`config.mk`:
```
export PLATFORM = sky130hd
export DESIGN_NAME = box_plotter
export DESIGN_NICKNAME = d
export VERILOG_FILES = /design/src/rtl/whack_pkg.sv /design/src/rtl/box_plotter.sv
export SDC_FILE = /design/constraint.sdc
export NUM_CORES = 1
export LEC_CHECK = 0
export CAP_MARGIN = 40
export CORE_MARGIN = 4
export CORE_UTILIZATION = 32
export CTS_CLUSTER_DIAMETER = 60
export DETAILED_ROUTE_END_ITERATION = 7
export GPL_ROUTABILITY_DRIVEN = 0
export MAX_ROUTING_LAYER = met4
export PLACE_DENSITY = 0.57
export SETUP_SLACK_MARGIN = 0.5
export SYNTH_ARGS = -nofsm -noshare
export SYNTH_HDL_FRONTEND = slang
export SYNTH_SLANG_ARGS = --single-unit
```
`constraint.sdc`:
```
create_clock -name CLOCK_50 -period 5 [get_ports CLOCK_50]
set_input_delay 1 -clock CLOCK_50 [delete_from_list [all_inputs] [get_ports CLOCK_50]]
set_output_delay 1 -clock CLOCK_50 [all_outputs]
set_load 0.01 [all_outputs]
```
`src/rtl/whack_pkg.sv`:
```
// Shared definitions for the whack-a-mole video path: screen size, the
// 3-bit colour palette and the box_plotter state encoding.
package whack_pkg;

  localparam int SCREEN_W = 160;
  localparam int SCREEN_H = 120;

  localparam logic [2:0] BLACK   = 3'b000;
  localparam logic [2:0] BLUE    = 3'b001;
  localparam logic [2:0] GREEN   = 3'b010;
  localparam logic [2:0] CYAN    = 3'b011;
  localparam logic [2:0] RED     = 3'b100;
  localparam logic [2:0] MAGENTA = 3'b101;
  localparam logic [2:0] YELLOW  = 3'b110;
  localparam logic [2:0] WHITE   = 3'b111;

  // box_plotter FSM encoding
  localparam logic [1:0] ST_IDLE = 2'd0;
  localparam logic [1:0] ST_DRAW = 2'd1;
  localparam logic [1:0] ST_DONE = 2'd2;

endpackage

```
`src/rtl/box_plotter.sv`:
```
// box_plotter: rasterises one filled rectangle per request into single-pixel
// writes on the 160x120 pixel bus, one slot per clock, row-major, clipping
// anything off-screen.
//
// Request handshake: a request transfers on a rising edge where
// req_valid && req_ready; req_ready is high only in IDLE. A requester that
// sees req_ready low keeps req_valid and its fields steady until it transfers.
//
// Optional build macro WHACK_BORDER_EN: when defined, pixels on the box edge
// use req_bcolor and interior pixels use req_color.
module box_plotter
  import whack_pkg::*;
#(
  parameter  int MAX_W = 32,
  parameter  int MAX_H = 32,
  localparam int WW    = $clog2(MAX_W + 1),
  localparam int HW    = $clog2(MAX_H + 1)
) (
  input  logic          CLOCK_50,
  input  logic          resetn,
  input  logic          req_valid,
  output logic          req_ready,
  input  logic [7:0]    req_x,
  input  logic [6:0]    req_y,
  input  logic [WW-1:0] req_w,
  input  logic [HW-1:0] req_h,
  input  logic [2:0]    req_color,
  input  logic [2:0]    req_bcolor,
  output logic [7:0]    VGA_X,
  output logic [6:0]    VGA_Y,
  output logic [2:0]    VGA_COLOR,
  output logic          plot,
  output logic          busy,
  output logic          done,
  output logic [1:0]    dbg_state_o
);

  logic [1:0]    state_q, state_d;
  logic [7:0]    x_q, x_d;
  logic [6:0]    y_q, y_d;
  logic [WW-1:0] w_q, w_d;
  logic [HW-1:0] h_q, h_d;
  logic [2:0]    col_q, col_d;
  logic [WW-1:0] dx_q, dx_d;
  logic [HW-1:0] dy_q, dy_d;
  // Set once the final slot has been issued (or immediately for an empty box)
  logic          end_q, end_d;
  logic [7:0]    vga_x_q, vga_x_d;
  logic [6:0]    vga_y_q, vga_y_d;
  logic [2:0]    vga_col_q, vga_col_d;
  logic          plot_q, plot_d;

  logic [WW-1:0] w_clamp;
  logic [HW-1:0] h_clamp;
  logic [8:0]    px;
  logic [7:0]    py;
  logic          on_screen;
  logic          last_col;
  logic          last_row;
  logic [2:0]    pix_col;

`ifdef WHACK_BORDER_EN
  logic [2:0]    bcol_q, bcol_d;
  logic          on_border;
`else
  logic          unused_bcolor;
  assign unused_bcolor = ^req_bcolor;
`endif

  // Clamp oversize requests to the largest supported box
  always_comb begin
    w_clamp = (req_w > WW'(MAX_W)) ? WW'(MAX_W) : req_w;
    h_clamp = (req_h > HW'(MAX_H)) ? HW'(MAX_H) : req_h;
  end

  // Current slot coordinates, widened so a box hanging off the edge never wraps
  always_comb begin
    px        = {1'b0, x_q} + 9'(dx_q);
    py        = {1'b0, y_q} + 8'(dy_q);
    on_screen = (px < 9'(SCREEN_W)) && (py < 8'(SCREEN_H));
    last_col  = (dx_q == w_q - WW'(1));
    last_row  = (dy_q == h_q - HW'(1));
  end

  // Per-pixel colour: edge pixels take the border colour in the border build
`ifdef WHACK_BORDER_EN
  always_comb begin
    on_border = (dx_q == '0) || last_col || (dy_q == '0) || last_row;
    pix_col   = on_border ? bcol_q : col_q;
  end
`else
  always_comb begin
    pix_col = col_q;
  end
`endif

  // Next-state logic for the FSM, scan counter and pixel outputs
  always_comb begin
    state_d   = state_q;
    x_d       = x_q;
    y_d       = y_q;
    w_d       = w_q;
    h_d       = h_q;
    col_d     = col_q;
    dx_d      = dx_q;
    dy_d      = dy_q;
    end_d     = end_q;
    vga_x_d   = vga_x_q;
    vga_y_d   = vga_y_q;
    vga_col_d = vga_col_q;
    plot_d    = 1'b0;
`ifdef WHACK_BORDER_EN
    bcol_d    = bcol_q;
`endif
    case (state_q)
      ST_IDLE: begin
        if (req_valid) begin
          state_d = ST_DRAW;
          x_d     = req_x;
          y_d     = req_y;
          w_d     = w_clamp;
          h_d     = h_clamp;
          col_d   = req_color;
`ifdef WHACK_BORDER_EN
          bcol_d  = req_bcolor;
`endif
          dx_d    = '0;
          dy_d    = '0;
          end_d   = (w_clamp == '0) || (h_clamp == '0);
        end
      end
      ST_DRAW: begin
        if (end_q) begin
          state_d = ST_DONE;
        end else begin
          vga_x_d   = px[7:0];
          vga_y_d   = py[6:0];
          vga_col_d = pix_col;
          plot_d    = on_screen;
          if (last_col) begin
            dx_d = '0;
            if (last_row) begin
              end_d = 1'b1;
            end else begin
              dy_d = dy_q + HW'(1);
            end
          end else begin
            dx_d = dx_q + WW'(1);
          end
        end
      end
      ST_DONE: begin
        state_d = ST_IDLE;
      end
      default: begin
        state_d = ST_IDLE;
      end
    endcase
  end

  // State registers with synchronous active-low reset
  always_ff @(posedge CLOCK_50) begin
    if (!resetn) begin
      state_q   <= ST_IDLE;
      x_q       <= '0;
      y_q       <= '0;
      w_q       <= '0;
      h_q       <= '0;
      col_q     <= '0;
      dx_q      <= '0;
      dy_q      <= '0;
      end_q     <= 1'b0;
      vga_x_q   <= '0;
      vga_y_q   <= '0;
      vga_col_q <= '0;
      plot_q    <= 1'b0;
`ifdef WHACK_BORDER_EN
      bcol_q    <= '0;
`endif
    end else begin
      state_q   <= state_d;
      x_q       <= x_d;
      y_q       <= y_d;
      w_q       <= w_d;
      h_q       <= h_d;
      col_q     <= col_d;
      dx_q      <= dx_d;
      dy_q      <= dy_d;
      end_q     <= end_d;
      vga_x_q   <= vga_x_d;
      vga_y_q   <= vga_y_d;
      vga_col_q <= vga_col_d;
      plot_q    <= plot_d;
`ifdef WHACK_BORDER_EN
      bcol_q    <= bcol_d;
`endif
    end
  end

  assign req_ready   = (state_q == ST_IDLE);
  assign busy        = (state_q == ST_DRAW) || (state_q == ST_DONE);
  assign done        = (state_q == ST_DONE);
  assign dbg_state_o = state_q;
  assign VGA_X       = vga_x_q;
  assign VGA_Y       = vga_y_q;
  assign VGA_COLOR   = vga_col_q;
  assign plot        = plot_q;

endmodule

```
# Word-level counts from Yosys, hierarchy flattened
# Index checks and enable logic that the tools add are counted.
dict set report word_totals {
  ff_bits 64
  in_bits 36
  output_inout_bits 24
}
dict set report classes {
  add_sub_neg 6
  order_cmp 4
  eq_ne 9
  n_mux 18
  bitwise 3
  reduce_logical 14
}
# cell count
set op_table {}
lappend op_table {{$mux 6} 8}
lappend op_table {{$pmux 6 s2} 2}
lappend op_table {{$add 6x1->6 const B} 2}
lappend op_table {{$eq 6x6->1} 2}
lappend op_table {{$gt 6x6->1 const B} 2}
lappend op_table {{$logic_not 6->1} 2}
lappend op_table {{$sub 6x1->6 const B} 2}
lappend op_table {{$ne 2x2->1 const B} 5}
lappend op_table {{$add 8x6->9} 1}
lappend op_table {{$lt 9x8->1 const B} 1}
lappend op_table {{$add 7x6->8} 1}
lappend op_table {{$lt 8x7->1 const B} 1}
lappend op_table {{$reduce_and 2->1} 4}
lappend op_table {{$reduce_and 5->1} 1}
lappend op_table {{$mux 1} 4}
lappend op_table {{$mux 2} 2}
lappend op_table {{$pmux 2 s2} 1}
lappend op_table {{$not 1->1} 3}
lappend op_table {{$reduce_and 3->1} 1}
lappend op_table {{$reduce_or 3->1} 1}
lappend op_table {{$eq 2x1->1 const B} 1}
lappend op_table {{$eq 2x2->1 const B} 1}
lappend op_table {{$logic_not 2->1} 1}
lappend op_table {{$logic_or 1x1->1} 2}
lappend op_table {{3 further kinds} 3}

# Depth between registers and ports, before layout
# Gate-level depths: netlist (run 1).
dict set report depth {
  depth_word 6
  ltp_mapped 10
  depth_no_buf 10
}

# Worst setup path after synthesis (run 1)
# OpenSTA, ideal clock, no wires.
dict set report synth_path {
  path_kind {input-to-reg}
  start {input port req_valid}
  end {register dx_q[5]}
  setup_time_ps 71
  t_arrival_ps 2125
  required_time_ps 4929
  path_slack_ps 2805
  stages 6
  path_buffers 1
  path_cell_list {nor2b_1 > a211oi_1 > buf_2 > nand4_1 > or3_1 > a21oi_1}
}
dict set report synth_between {
  elab_chain_cells 2
}
# element line_no
set synth_lines {}
lappend synth_lines {{from (decl)} box_plotter.sv:21} ;# input logic req_valid,
lappend synth_lines {{$ne 2x2->1 (no line)} --}
lappend synth_lines {{$reduce_and 3->1 (no line)} --}
lappend synth_lines {{to (signal assigned)} box_plotter.sv:170} ;# dx_q <= '0;
lappend synth_lines {{to (signal assigned)} box_plotter.sv:187} ;# dx_q <= dx_d;
lappend synth_lines {{to (decl)} box_plotter.sv:44} ;# logic [WW-1:0] dx_q, dx_d;
# Every way passes these cells.
# A chain may end at the register's enable or synchronous reset.

# Worst setup path after layout (run 1)
dict set report layout_path {
  start {register state_q[0] (netlist: dbg_state_o[0])}
  end {output port req_ready}
}
dict set report layout_between {
  elab_chain_cells 1
}
# element line_no
set layout_lines {}
lappend layout_lines {{from (decl)} box_plotter.sv:38} ;# logic [1:0] state_q, state_d;
lappend layout_lines {{from (signal assigned)} box_plotter.sv:181} ;# state_q <= state_d;
lappend layout_lines {{$logic_not 2->1} box_plotter.sv:200} ;# assign req_ready = (state_q == ST_IDLE);
lappend layout_lines {{to (decl)} box_plotter.sv:22} ;# output logic req_ready,
# Every way passes these cells.

==> summary.md, run 1 <==
| Metric | Value |
|---|---|
| Final nets | `529` |
| Starting Density | `33.2%` |
| Syn_nets | `474` |
| Register area share after synthesis | `36.9%` |
| Max clock buf depth | `2` |
| Asr flop ratio synth | `0%` |
| TritonCTS clock tree | `built` |
| Average size of a mapped cell | `8.33 um2` |
| Non-filler cells, final | `613` |
| # Max-Cap Violations | `0` |
| Max-slew headroom | `50.5%` |
| Die H | `112 um` |
| HP Start | `VGA_Y[2]$_SDFFE_PN0P_` |
| Share of the synthesized area in the top cell type | `36.9%` |
| Switch share | `26.3%` |
| WL final | `8340 um` |
| All-Layer GR Usage | `14.0%` |
| Peak VDD IR | `146 uV` |
| HP Class | `reg -> reg` |
| Data arrival, critical path | `1.67 ns` |
| Status | `complete, no violations` |
| DR WL/cell | `13.6 um` |
| HPWL after DPL | `6140 um` |
| Setup-failing EPs final | `0` |
| Part of the power in registers | `41.5%` |
| Worst-path clk slew | `0.07 ns` |
| Post-synth EDFFs | `0` |
| # clock sinks | `64` |
| Crit-path cells | `inv_1 > ha_1 > clkdlybuf4s50_1` |
| Setup crit start | `dbg_state_o[0]$_SDFFE_PN0P_` |
| Iter 0 DRT Violations | `89` |
| DP Worst Slack | `2.10 ns` |
| Root Driver | `clkbuf_8` |
| Power Total | `0.00136 W` |
| Final setup TNS | `0 ns` |
| Vias | `2997` |
| # IOs | `60` |
| Slowest cell on crit path | `clkdlybuf4s50_1` |
| Yosys reg bits | `64` |
| Synth warn | `0` |
| Global route overflow | `0` |
| Leakage Power | `1.71 nW` |
| Crit-path max FO | `8` |
| Cell variety after synth | `46` |
| Area of the mapped netlist | `0.00347 mm2` |
| Post-CTS setup buffers | `0` |
| Startpoint types | `register` |
| Rows | `37` |
| Post-CTS Resized | `0` |
| Port buffer count | `56` |
| Routed Antenna Nets | `0` |
| Die width | `112 um` |
| Hold_buf cts | `0` |
| Vias in the first global route | `2987` |
| Final Hold Fails | `0` |
| Largest net degree at the start of global routing | `41` |
| Pins over their slew limit | `0` |
| Worst r2r src | `w_q[0]$_SDFFE_PN0P_` |
| Final worst slack | `2.33 ns` |
| Final period util | `53.3%` |
| Cell count after synthesis | `417` |
| Kind of critical path | `reg -> out` |
| Worst-Margin Slew | `0.740 ns` |
| Fin crit period | `2.67 ns` |
| RSZ-0062 raised after global routing | `false` |
| Core area | `0.0105 mm2` |
| Main synth FF type | `dfxtp_1` |
| Worst-Skew Late Latency | `0.34 ns` |
| Full die area | `0.0126 mm2` |
| Pwr Density | `305 mW/mm2` |
| Clock power frac | `40.5%` |
| Area grow syn2layout | `27.9%` |
| Vias per cell | `4.89` |
| Layout cell share with drive strength beyond 1 | `5.66%` |
| FF-to-FF End | `dy_q[3]$_SDFFE_PN0P_` |
| DR pass1 iterations | `4` |
| Leading area contributor after synthesis | `dfxtp_1` |
| Fill cell count | `1054` |
| CP endpoint kind | `output pin` |
| Cell count after placement | `597` |
| Top cells by area, synth | `dfxtp_1, a21boi_0, nand2_1` |
| Gate power share | `17.9%` |
| R2R setup slack | `2.59 ns` |
| Fin util | `42.5%` |
| Commonest non-fill, non-tap cell in the layout | `nand2_1` |
| Total internal power | `0.00100 W` |
| H-tree depth | `3` |
| First-pass GRT wire length | `14100 um` |
| Antenna violations before repair | `0` |
| Max Clock Freq | `375 MHz` |
| Most frequent cells in the layout | `nand2_1, dfxtp_1, clkdlybuf4s50_1` |
| Post-Route Skew | `0.0105 ns` |
| P_sw | `0.000356 W` |
| # DRC | `0` |
| Inserted Diodes | `0` |
| WP data required | `4.00 ns` |
| Critical path's largest stage delay | `0.60 ns` |
| Reg2Reg Depth | `9` |
| Num CTS Buffers | `9` |
| CP endpoint | `req_ready` |
==> final cells by class <==
class / instances / area [um2] / share of cell area (%)
clock buffer: 11 / 141 / 3.18
clock inverter: 5 / 104 / 2.34
inverter: 21 / 78.8 / 1.77
multi-input combinational: 315 / 2050 / 46.1
sequential: 64 / 1280 / 28.8
tap: 136 / 170 / 3.83
timing repair buffer: 61 / 618 / 13.9
==> per-stage QoR <==
| step | hold slack, ns | area (um2) |
|---|---|---|
| 6_report | 0.461 | 4440 |
| 5_1_grt | 0.499 | 4440 |
| 4_1_cts | 0.466 | 4440 |
| 3_5_place_dp | 0.458 | 4200 |
| 3_3_place_gp | 0.446 | 4170 |
| 2_1_floorplan | 0.441 | 3470 |
==> worst max-delay path, delay by kind of cell (launching register included) <==
kind | cells | cell delay [ns]
buffers and inverters | 2 | 0.69
adders and majority gates | 1 | 0.30
DFF | 1 | 0.34
==> logic make-up (layout without fill, tap and decap cells) <==
group	Yosys count	after routing	share of synthesized area [%]
adder cells (fa/ha/maj)	21	21	8.00
flip-flops	64	64	36.9
AND/OR/NAND/NOR	164	164	22.6
XOR/XNOR	23	23	5.80
multiplexers	2	2	0.720
AO/OA/AOI/OAI	105	105	21.9
buffers and inverters	38	98	4.14
==> flip-flops by register name, summed over array words and instances (netlist names), 6 cells and up <==
name,cells
w_q,6
VGA_Y,7
h_q,6
dy_q,6
dx_q,6
VGA_X,8
x_q,8
y_q,7
==> worst min-delay path by stage <==
stage,endpoint,depth (start not counted)
detailed placement,VGA_Y[2]$_SDFFE_PN0P_,2
floorplan,VGA_COLOR[0]$_SDFFE_PN0P_,2
finish,VGA_Y[2]$_SDFFE_PN0P_,2
global placement,VGA_COLOR[2]$_SDFFE_PN0P_,2
global route,VGA_COLOR[0]$_SDFFE_PN0P_,2
CTS,VGA_Y[2]$_SDFFE_PN0P_,2
==> synthesized netlist by cell type, drive strengths merged, types with 2 or more instances <==
cell	n
and3	3
a211oi	4
fa	2
xor2	7
o21ai	12
nand4	4
nor4b	2
a21o	2
or3	4
dfxtp	64
a21oi	16
ha	19
nand2	86
o21a	7
nand4bb	2
a21boi	45
and2	3
inv	21
nand3	6
nand2b	3
nor3	4
nand3b	12
o21bai	2
clkbuf	16
o31ai	2
xnor2	16
nor4	2
nor2	23
nor2b	7
o211a	7
a31o	2
==> power groups by stage <==
| stage | logic (W) | registers (W) | clock network, W |
|---|---|---|---|
| 5_1_grt | 0.000274 | 0.000568 | 0.000590 |
| 2_1_floorplan | 0.000143 | 0.000573 | 0 |
| 3_3_place_gp | 0.000236 | 0.000574 | 0 |
| 3_5_place_dp | 0.000245 | 0.000575 | 0 |
| 4_1_cts | 0.000247 | 0.000563 | 0.000566 |
| 6_report | 0.000243 | 0.000563 | 0.000550 |
==> per-layer routing <==
layer | global-route usage, % | wire, um
met5 | - | 0
met4 | 4.09 | 76
met3 | 3.02 | 311
met2 | 22.9 | 4010
met1 | 17.4 | 3940
No activity file was read; power rests on OpenSTA's default activity.
==> run 2, diff against run 1 <==
--- a/config.mk
+++ b/config.mk
@@ -12,7 +12,7 @@
 export DETAILED_ROUTE_END_ITERATION = 7
 export GPL_ROUTABILITY_DRIVEN = 0
 export MAX_ROUTING_LAYER = met4
-export PLACE_DENSITY = 0.57
+export PLACE_DENSITY = 0.59
 export SETUP_SLACK_MARGIN = 0.5
 export SYNTH_ARGS = -nofsm -noshare
 export SYNTH_HDL_FRONTEND = slang
==> constraint.sdc (replaced) <==
create_clock -name CLOCK_50 -period 2.3 [get_ports CLOCK_50]
set_input_delay 0.46 -clock CLOCK_50 [delete_from_list [all_inputs] [get_ports CLOCK_50]]
set_output_delay 0.46 -clock CLOCK_50 [all_outputs]
set_load 0.01 [all_outputs]
==> run 2 against run 1 <==
  * Highest routed layer unchanged
  * Largest power group unchanged
  * Via count up 5.9%
  * Non-clock buffer count up 31
  * Wire length up 9.8%
  * Clock skew up 0.0014 ns
  * Core utilization up 5.4 points
  * Count of clock-buffer cells in the layout down 1
  * Register-to-register slack worse by 2.4 ns
==> summary.md, run 2 (synthesis results as in run 1) <==
| Metric | Value |
|---|---|
| Antenna violations before repair | `0` |
| WP data required | `2.54 ns` |
| Final period util | `89.7%` |
| WL final | `9150 um` |
| Starting Density | `33.2%` |
| Startpoint types | `register` |
| HPWL after DPL | `6190 um` |
| Final setup TNS | `0 ns` |
| FF-to-FF End | `dy_q[1]$_SDFFE_PN0P_` |
| Vias per cell | `4.93` |
| H-tree depth | `3` |
| Hold_buf cts | `0` |
| Hold EP | `VGA_X[5]$_SDFFE_PN0P_` |
| Multi-input logic area | `0.00231 mm2` |
| TritonCTS clock tree | `built` |
| Critical path's largest stage delay | `0.37 ns` |
| HP Start | `VGA_X[5]$_SDFFE_PN0P_` |
| Setup-failing EPs final | `0` |
| Iter 0 DRT Violations | `118` |
| DP Worst Slack | `0.0394 ns` |
| Register area | `0.00132 mm2` |
| Pins over their slew limit | `0` |
| Commonest non-fill, non-tap cell in the layout | `nand2_1` |
| DR pass1 iterations | `4` |
| Leakage Power | `1.94 nW` |
| HP Class | `reg -> reg` |
| Core area | `0.0105 mm2` |
| First-pass GRT wire length | `14800 um` |
| # clock sinks | `64` |
| DR WL/cell | `14.2 um` |
| Vias | `3175` |
| Full die area | `0.0126 mm2` |
| Pwr Density | `609 mW/mm2` |
| Area grow syn2layout | `44.1%` |
| Slowest cell on crit path | `dfxtp_4` |
| Final worst slack | `0.236 ns` |
| Crit-path cells | `inv_2 > ha_4 > nand4bb_1 > a211oi_2 > o311ai_4 > o2111ai_4 > nor2_1 > and2_1 > o21a_1` |
| Data arrival, critical path | `2.31 ns` |
| Status | `complete, no violations` |
| Worst r2r src | `h_q[1]$_SDFFE_PN0P_` |
| Layout cell share with drive strength beyond 1 | `23.0%` |
| Peak VDD IR | `338 uV` |
| Fin util | `47.8%` |
| # IOs | `60` |
| CP endpoint kind | `register` |
| Worst hold stages | `2` |
| Port buffer count | `56` |
| Fin crit period | `2.06 ns` |
| Worst-Skew Late Latency | `0.35 ns` |
| Critical path's top delay family | `compound AO/OA/AOI/OAI gates` |
| Die H | `112 um` |
| Final nets | `560` |
| Reg2Reg Depth | `9` |
| Buf/Inv on CP | `1` |
| Root Driver | `clkbuf_8` |
| # Max-Cap Violations | `0` |
| Crit-path max FO | `5` |
| Most frequent cells in the layout | `nand2_1, clkdlybuf4s50_1, dfxtp_1` |
| Rows | `37` |
| Die width | `112 um` |
| Max clock buf depth | `2` |
| Worst-Margin Slew | `0.329 ns` |
| Kind of critical path | `reg -> reg` |
| Final Hold Fails | `0` |
| Max-slew headroom | `77.8%` |
| Worst-path clk slew | `0.08 ns` |
| Critical Path Stages | `9` |
| Post-Route Skew | `0.0119 ns` |
| Vias in the first global route | `3122` |
| Num CTS Buffers | `9` |
| R2R setup slack | `0.24 ns` |
| Global route overflow | `0` |
| Power Total | `0.00305 W` |
| Largest net degree at the start of global routing | `26` |
| Max Clock Freq | `484 MHz` |
| Routed Antenna Nets | `0` |
| Inserted Diodes | `0` |
| # DRC | `0` |
| All-Layer GR Usage | `14.9%` |
| Fill cell count | `1025` |
| RSZ-0062 raised after global routing | `true` |
| Hold slack final | `0.463 ns` |
[run 2: stage by stage]
stage,instances,instance area [um2]
floorplan,417,3560
global placement,607,4360
detailed placement,607,4360
CTS,640,4870
global route,644,5000
finish,644,5000
[run 2: worst max path at each step]
stage | start | endpoint | slack (ns)
CTS | h_q[0]$_SDFFE_PN0P_ | dy_q[2]$_SDFFE_PN0P_ | 0.21
global placement | req_valid | dx_q[5]$_SDFFE_PN0P_ | 0.04
floorplan | dbg_state_o[1]$_SDFFE_PN0P_ | dx_q[5]$_SDFFE_PN0P_ | 0.38
global route | h_q[0]$_SDFFE_PN0P_ | dy_q[4]$_SDFFE_PN0P_ | 0.14
detailed placement | req_valid | dx_q[5]$_SDFFE_PN0P_ | 0.04
finish | h_q[1]$_SDFFE_PN0P_ | dy_q[1]$_SDFFE_PN0P_ | 0.24
[run 2: final cells by class]
class                      count  area share, %
multi-input combinational    315           46.2
sequential                    64           26.4
timing repair buffer          92           17.6
clock buffer                  10           2.98
tap                          136           3.40
clock inverter                 6           1.90
inverter                      21           1.57
[run 2: timing repair]
| action | in CTS | in global routing |
|---|---|---|
| resized for setup | 40 | 29 |
| cloned | 0 | 0 |
| endpoints found under the setup margin | 24 | 24 |
| endpoints found under the hold margin | 0 | 0 |
| setup buffers | 17 | 4 |
| pin swaps | 15 | 12 |
[run 2: tightest hold or removal path, cell delays in order (launching register included)]
cell      delay (ns)
dfxtp_1         0.32
nand2_1         0.05
a21boi_1        0.05
[run 2: power breakdown]
part / internal, W / total, W / switching (W) / leakage (nW)
registers: 0.00117 / 0.00122 / 0.0000556 / 0.530
clock network: 0.000690 / 0.00119 / 0.000499 / 0.123
logic: 0.000324 / 0.000637 / 0.000313 / 1.28
[run 2: per-layer routing]
layer	vias up	GRT usage, %	wire length [um]
met1	1496	19.1	4570
li1	1608	-	-
met3	8	3.99	341
met5	-	-	0
met2	63	23.0	4150
met4	0	4.49	89
